$ cat src/rtl/vga_fb_arbiter.sv
`default_nettype none
// ============================================================================
// Module      : vga_fb_arbiter
// Description : Shares the single frame-buffer RAM port between the VGA line
//               prefetcher (fixed-length read bursts, priority) and the CPU
//               Avalon-MM data master (single beats, starvation guard).
//               Read data is routed back to its owner via a latency pipe.
// Revision    : 1.0 - initial release
// ============================================================================
module vga_fb_arbiter #(
    parameter int ADDR_W     = 17,
    parameter int DATA_W     = 24,
    parameter int BURST_LEN  = 16,
    parameter int RD_LAT     = 2,
    parameter int STARVE_MAX = 4
) (
    input  logic              clk_clk,
    input  logic              reset_reset,
    input  logic              vid_req,
    input  logic [ADDR_W-1:0] vid_addr,
    output logic              vid_ack,
    output logic [DATA_W-1:0] vid_rdata,
    output logic              vid_rvalid,
    output logic              vid_done,
    input  logic              cpu_read,
    input  logic              cpu_write,
    input  logic [ADDR_W-1:0] cpu_addr,
    input  logic [DATA_W-1:0] cpu_writedata,
    output logic              cpu_waitrequest,
    output logic [DATA_W-1:0] cpu_readdata,
    output logic              cpu_readdatavalid,
    output logic [ADDR_W-1:0] mem_addr,
    output logic              mem_rd,
    output logic              mem_wr,
    output logic [DATA_W-1:0] mem_wdata,
    input  logic [DATA_W-1:0] mem_rdata
);

    localparam int BEAT_W   = $clog2(BURST_LEN);
    localparam int STARVE_W = $clog2(STARVE_MAX + 1);
    localparam logic [BEAT_W-1:0]   LAST_BEAT  = BEAT_W'(BURST_LEN - 1);
    localparam logic [STARVE_W-1:0] STARVE_LIM = STARVE_W'(STARVE_MAX);

    typedef enum logic [1:0] {
        IDLE      = 2'd0,
        VBURST    = 2'd1,
        CPU_ISSUE = 2'd2
    } state_t;

    state_t              state;
    logic [ADDR_W-1:0]   base_addr;
    logic [ADDR_W-1:0]   cap_addr;
    logic [DATA_W-1:0]   cap_wdata;
    logic                cap_write;
    logic [BEAT_W-1:0]   beat;
    logic [STARVE_W-1:0] starve_cnt;

    // Return pipe: one entry per memory cycle; owner 1 = CPU, 0 = video.
    logic [RD_LAT-1:0]   sr_valid;
    logic [RD_LAT-1:0]   sr_owner;
    logic [RD_LAT-1:0]   sr_last;

    logic cpu_pending;
    logic in_burst;
    logic in_cpu;
    logic ret_valid;
    logic ret_owner;

    assign cpu_pending = cpu_read | cpu_write;
    assign in_burst    = (state == VBURST);
    assign in_cpu      = (state == CPU_ISSUE);

    // Memory strobes come from state and capture registers only, so no
    // master input ever reaches the memory port combinationally.
    assign mem_rd          = in_burst | (in_cpu & ~cap_write);
    assign mem_wr          = in_cpu & cap_write;
    assign mem_addr        = in_burst ? (base_addr + ADDR_W'(beat)) : cap_addr;
    assign mem_wdata       = cap_wdata;
    assign cpu_waitrequest = ~in_cpu;
    assign vid_ack         = in_burst & (beat == '0);

    assign ret_valid = sr_valid[RD_LAT-1];
    assign ret_owner = sr_owner[RD_LAT-1];

    // Arbitration FSM with capture registers and starvation counter.
    always_ff @(posedge clk_clk or posedge reset_reset) begin
        if (reset_reset) begin
            state      <= IDLE;
            base_addr  <= '0;
            cap_addr   <= '0;
            cap_wdata  <= '0;
            cap_write  <= 1'b0;
            beat       <= '0;
            starve_cnt <= '0;
        end else begin
            case (state)
                IDLE: begin
                    beat <= '0;
                    if (vid_req && (starve_cnt < STARVE_LIM)) begin
                        state     <= VBURST;
                        base_addr <= vid_addr;
                        // Below the limit here, so the increment cannot overshoot.
                        if (cpu_pending) begin
                            starve_cnt <= starve_cnt + STARVE_W'(1);
                        end
                    end else if (cpu_pending) begin
                        state      <= CPU_ISSUE;
                        cap_addr   <= cpu_addr;
                        cap_wdata  <= cpu_writedata;
                        // Read and write together: the write wins.
                        cap_write  <= cpu_write;
                        starve_cnt <= '0;
                    end else if (vid_req) begin
                        state     <= VBURST;
                        base_addr <= vid_addr;
                    end
                end
                VBURST: begin
                    beat <= beat + BEAT_W'(1);
                    if (beat == LAST_BEAT) begin
                        state <= IDLE;
                    end
                end
                CPU_ISSUE: begin
                    state <= IDLE;
                end
                default: begin
                    state <= IDLE;
                end
            endcase
        end
    end

    // Latency pipe tracking owner and last-beat flag of every issued read.
    always_ff @(posedge clk_clk or posedge reset_reset) begin
        if (reset_reset) begin
            sr_valid <= '0;
            sr_owner <= '0;
            sr_last  <= '0;
        end else begin
            sr_valid[0] <= mem_rd;
            sr_owner[0] <= in_cpu;
            sr_last[0]  <= in_burst & (beat == LAST_BEAT);
            for (int i = 1; i < RD_LAT; i++) begin
                sr_valid[i] <= sr_valid[i-1];
                sr_owner[i] <= sr_owner[i-1];
                sr_last[i]  <= sr_last[i-1];
            end
        end
    end

    // Register returning memory data into its owner's output.
    always_ff @(posedge clk_clk or posedge reset_reset) begin
        if (reset_reset) begin
            vid_rdata         <= '0;
            vid_rvalid        <= 1'b0;
            vid_done          <= 1'b0;
            cpu_readdata      <= '0;
            cpu_readdatavalid <= 1'b0;
        end else begin
            vid_rvalid        <= ret_valid & ~ret_owner;
            vid_done          <= ret_valid & ~ret_owner & sr_last[RD_LAT-1];
            cpu_readdatavalid <= ret_valid & ret_owner;
            if (ret_valid && !ret_owner) begin
                vid_rdata <= mem_rdata;
            end
            if (ret_valid && ret_owner) begin
                cpu_readdata <= mem_rdata;
            end
        end
    end

endmodule
`default_nettype wire
$ cat config.mk
export PLATFORM = sky130hd
export DESIGN_NAME = vga_fb_arbiter
export DESIGN_NICKNAME = d
export VERILOG_FILES = /design/src/rtl/vga_fb_arbiter.sv
export SDC_FILE = /design/constraint.sdc
export NUM_CORES = 1
export LEC_CHECK = 0
export CAP_MARGIN = 5
export CORE_MARGIN = 10
export CORE_UTILIZATION = 45
export DETAILED_ROUTE_END_ITERATION = 12
export MAX_ROUTING_LAYER = met4
export PLACE_DENSITY = 0.82
export SLEW_MARGIN = 25
export SYNTH_ARGS = -nofsm -noshare
export SYNTH_HDL_FRONTEND = slang
export SYNTH_SLANG_ARGS = --single-unit
export TNS_END_PERCENT = 50
$ cat constraint.sdc
create_clock -name clk_clk -period 12.6 [get_ports clk_clk]
set_clock_uncertainty 0.2 [all_clocks]
set_input_delay 3.78 -clock clk_clk [delete_from_list [all_inputs] [get_ports clk_clk]]
set_output_delay 3.78 -clock clk_clk [all_outputs]
set_load 0.05 [all_outputs]
==> flow_summary_export.csv <==
group,metric,value,unit
routing,drtIter0Drc,275,
clock_tree,cts.sink_count,125,
synth,yosys_warnings,0,
global_routing,grt_start_max_net_pins,78,
critical_path,timing.critical_path.fanout_max,6,
timing,worstMarginPinSlew,0.996,ns
synth,synthTopCellsByArea,"sky130_fd_sc_hd__dfrtp_1 (59%), sky130_fd_sc_hd__mux2_2 (18%), sky130_fd_sc_hd__nand2_1 (7.2%)",
synth,seq_area_frac_synth,0.587,
finish,layout_cell_share_with_drive_strength_beyond_1,0.202,
synth,synthDominantCellAreaShare,0.587,
place,worst_setup_slack_before_clock_tree_synthesis,5.84,ns
timing,post-route-worst-setup-slack,5.40,ns
global_routing,grt_first_pass_wirelength,23.2,mm
finish,final-instance-count-excl-fill,783,
synth,ys_dominant_reg_cell,"sky130_fd_sc_hd__dfrtp_1",
die,site_row_count,39,
worst_hold_path,min-delay-path-class,"reg2reg",
synth,yosys.cell_count.top_type,"sky130_fd_sc_hd__dfrtp_1",
synth,synthArstFlopShare,1.00,
outcome,outcome,"finished clean",
timing,finalWorstPathRequiredPeriod,7.20,ns
routing,routed-via-count,4081,
routing,drc_errors,0,
timing,fin_setup_tns,0,ns
clock_tree,post_cts_buffers,0,
place,finalWeightedCongestion,0.850,
global_routing,global_route.usage.total,0.183,
routing,drtPass1Iterations,4,
timing,fin_crit_sh,0.571,
routing,avgRoutedWirePerCell,18.6,µm
synth,synth.lib_cells_used.distinct,42,
critical_path,timing.critical_path.to_type,"output pin",
critical_path,crit_type,"reg2out",
synth,synth_edf_count,0,
die,die_width,129,µm
global_routing,antenna_violations_before_repair,0,
global_routing,globalRoute.totalOverflow,0,
critical_path,cp_top_family,"buffers and inverters",
timing,setup_repair_after_global_routing_missed_its_margin,"no",
routing,detail_route.wirelength,14.6,mm
clock_tree,number_of_buffers_created_by_cts,17,
clock_tree,clk_latency,0.41,ns
synth,yosys_register_bits,125,
routing,route.antenna.remaining_nets,0,
synth,avgSynthCellArea,12.1,µm²
clock_tree,cts_tree,"done",
clock_tree,cts.path.max_buffers,2,
synth,postSynthNetCount,536,
die,die_height,129,µm
critical_path,setup.worst_path.start_class,"flip-flop",
synth,synth_largest_area_cell,"sky130_fd_sc_hd__dfrtp_1",
die,floorplan.core_area,11500,µm²
finish,nNetsFinal,722,
synth,netlist_instances,441,
finish,diodes,0,
critical_path,crit_required,8.62,ns
die,die_area,16600,µm²
place,place.detailed.hpwl,11.0,mm
timing,max_slew_margin,0.336,
clock_tree,clock-root-buffer,"sky130_fd_sc_hd__clkbuf_16",
timing,finalSetupViolCount,0,
synth,synthTopCellsByCount,"sky130_fd_sc_hd__dfrtp_1 (125), sky130_fd_sc_hd__nand2_1 (102), sky130_fd_sc_hd__mux2_2 (83)",
place,placedCellCount,751,
timing,final_max_slew_viol_count,0,
timing,hold_viol_final,0,
routing,drt-vias-per-instance,5.21,
global_routing,grt_pass1_vias,4469,
critical_path,crit_chain,"ha_1 > fa_1 > nand3_1 > a21oi_1 > a41o_1 > a31oi_1 > clkdlybuf4s50_1",
critical_path,critical_path.n_buffers_inverters,1,
timing,achievable-frequency,139,MHz
critical_path,critical_path.max_stage_delay,0.84,ns
die,io_count,183,
synth,syn-cell-area,5330,µm²
place,placement.io_buffers,182,
clock_tree,clock_tree.htree_level_count,4,
clock_tree,ctsResizeCount,0,
finish,layout.core_utilization,0.685,
die,initial_utilization,0.462,
run,number_of_maximum_capacitance_violations,0,
critical_path,cpMaxStageDelayCell,"sky130_fd_sc_hd__clkdlybuf4s50_1",
finish,area.growth.synth_to_final,48.1,%
critical_path,crit_arrival,3.22,ns
clock_tree,cts.hold.buffers_added,0,
clock_tree,clk_pin_slew_worst_paths,0.05,ns
[cell families after synthesis]
kind of cell	after synthesis	synth area share
flops	125	0.587
xor+xnor	7	0.0115
simple gates	146	0.123
fa+ha+maj	8	0.0202
buf+inv	28	0.0273
mux	84	0.177
compound gates	43	0.0533
[path summary, 6_finish.rpt]
check                           slack [ns]  depth (start not counted)                   from                        end
max in group asynchronous             7.48                          3            reset_reset      sr_valid[0]$_DFF_PP0_
worst max-delay path                  5.40                          7    beat[0]$_DFFE_PP0P_               mem_addr[16]
worst min-delay path                  0.15                          0  sr_valid[0]$_DFF_PP0_      sr_valid[1]$_DFF_PP0_
min in group asynchronous             3.60                          2            reset_reset  mem_wdata[19]$_DFFE_PP0P_
worst max register to register        9.78                          3  sr_owner[1]$_DFF_PP0_         vid_done$_DFF_PP0_
worst min register to register        0.15                          0  sr_valid[0]$_DFF_PP0_      sr_valid[1]$_DFF_PP0_
[cell usage in the layout, fill, tap and decap left out, types with 7 or more instances in the layout]
| cell type | synthesis | layout |
|---|---|---|
| sky130_fd_sc_hd__a31oi_1 | 7 | 7 |
| sky130_fd_sc_hd__inv_1 | 9 | 8 |
| sky130_fd_sc_hd__nand3_1 | 8 | 8 |
| sky130_fd_sc_hd__nand2_1 | 102 | 101 |
| sky130_fd_sc_hd__mux2_2 | 83 | 83 |
| sky130_fd_sc_hd__clkbuf_16 | 0 | 17 |
| sky130_fd_sc_hd__ha_1 | 7 | 7 |
| sky130_fd_sc_hd__nor2_1 | 10 | 10 |
| sky130_fd_sc_hd__dfrtp_1 | 125 | 125 |
| sky130_fd_sc_hd__clkdlybuf4s50_1 | 0 | 182 |
| sky130_fd_sc_hd__o21ai_0 | 15 | 15 |
[flip-flops by register name, indices dropped and copies added (netlist names)]
name               cells
base_addr             17
beat                   4
cap_addr              17
cap_write              1
cpu_readdata          24
cpu_readdatavalid      1
mem_wdata             24
sr_last                2
sr_owner               2
sr_valid               2
starve_cnt             3
state                  2
vid_done               1
vid_rdata             24
vid_rvalid             1
[cell type report]
class                      count  area (µm²)
clock inverter                13         195
sequential                   125        3130
fill                         868        3630
clock buffer                  19         443
inverter                      10        40.0
timing repair buffer         185        1850
multi-input combinational    288        2050
tap                          143         179
[stage by stage]
| step | cell area [µm²] | hold WS (ns) |
|---|---|---|
| 6_report | 7890 | 0.147 |
| 5_1_grt | 7890 | 0.151 |
| 4_1_cts | 7880 | 0.149 |
| 3_5_place_dp | 7240 | 0.138 |
| 3_3_place_gp | 7240 | 0.134 |
| 2_1_floorplan | 5330 | 0.131 |
[worst reg2reg max path, stage by stage (launching register included)]
cell,delay [ns]
sky130_fd_sc_hd__dfrtp_1,0.34
sky130_fd_sc_hd__nand2b_1,0.77
sky130_fd_sc_hd__clkinv_1,0.95
sky130_fd_sc_hd__and2_1,0.44
[metal layers]
layer / share of wire / track usage / up-vias
met5: 0 / - / -
met4: 0.012 / 0.0589 / 0
met3: 0.064 / 0.0575 / 15
met2: 0.54 / 0.321 / 133
met1: 0.39 / 0.192 / 2040
li1: - / - / 1893
Power is left out: the tool's default activity adds up to more than one toggle a clock period on the data nets, which glitch-free logic cannot reach.
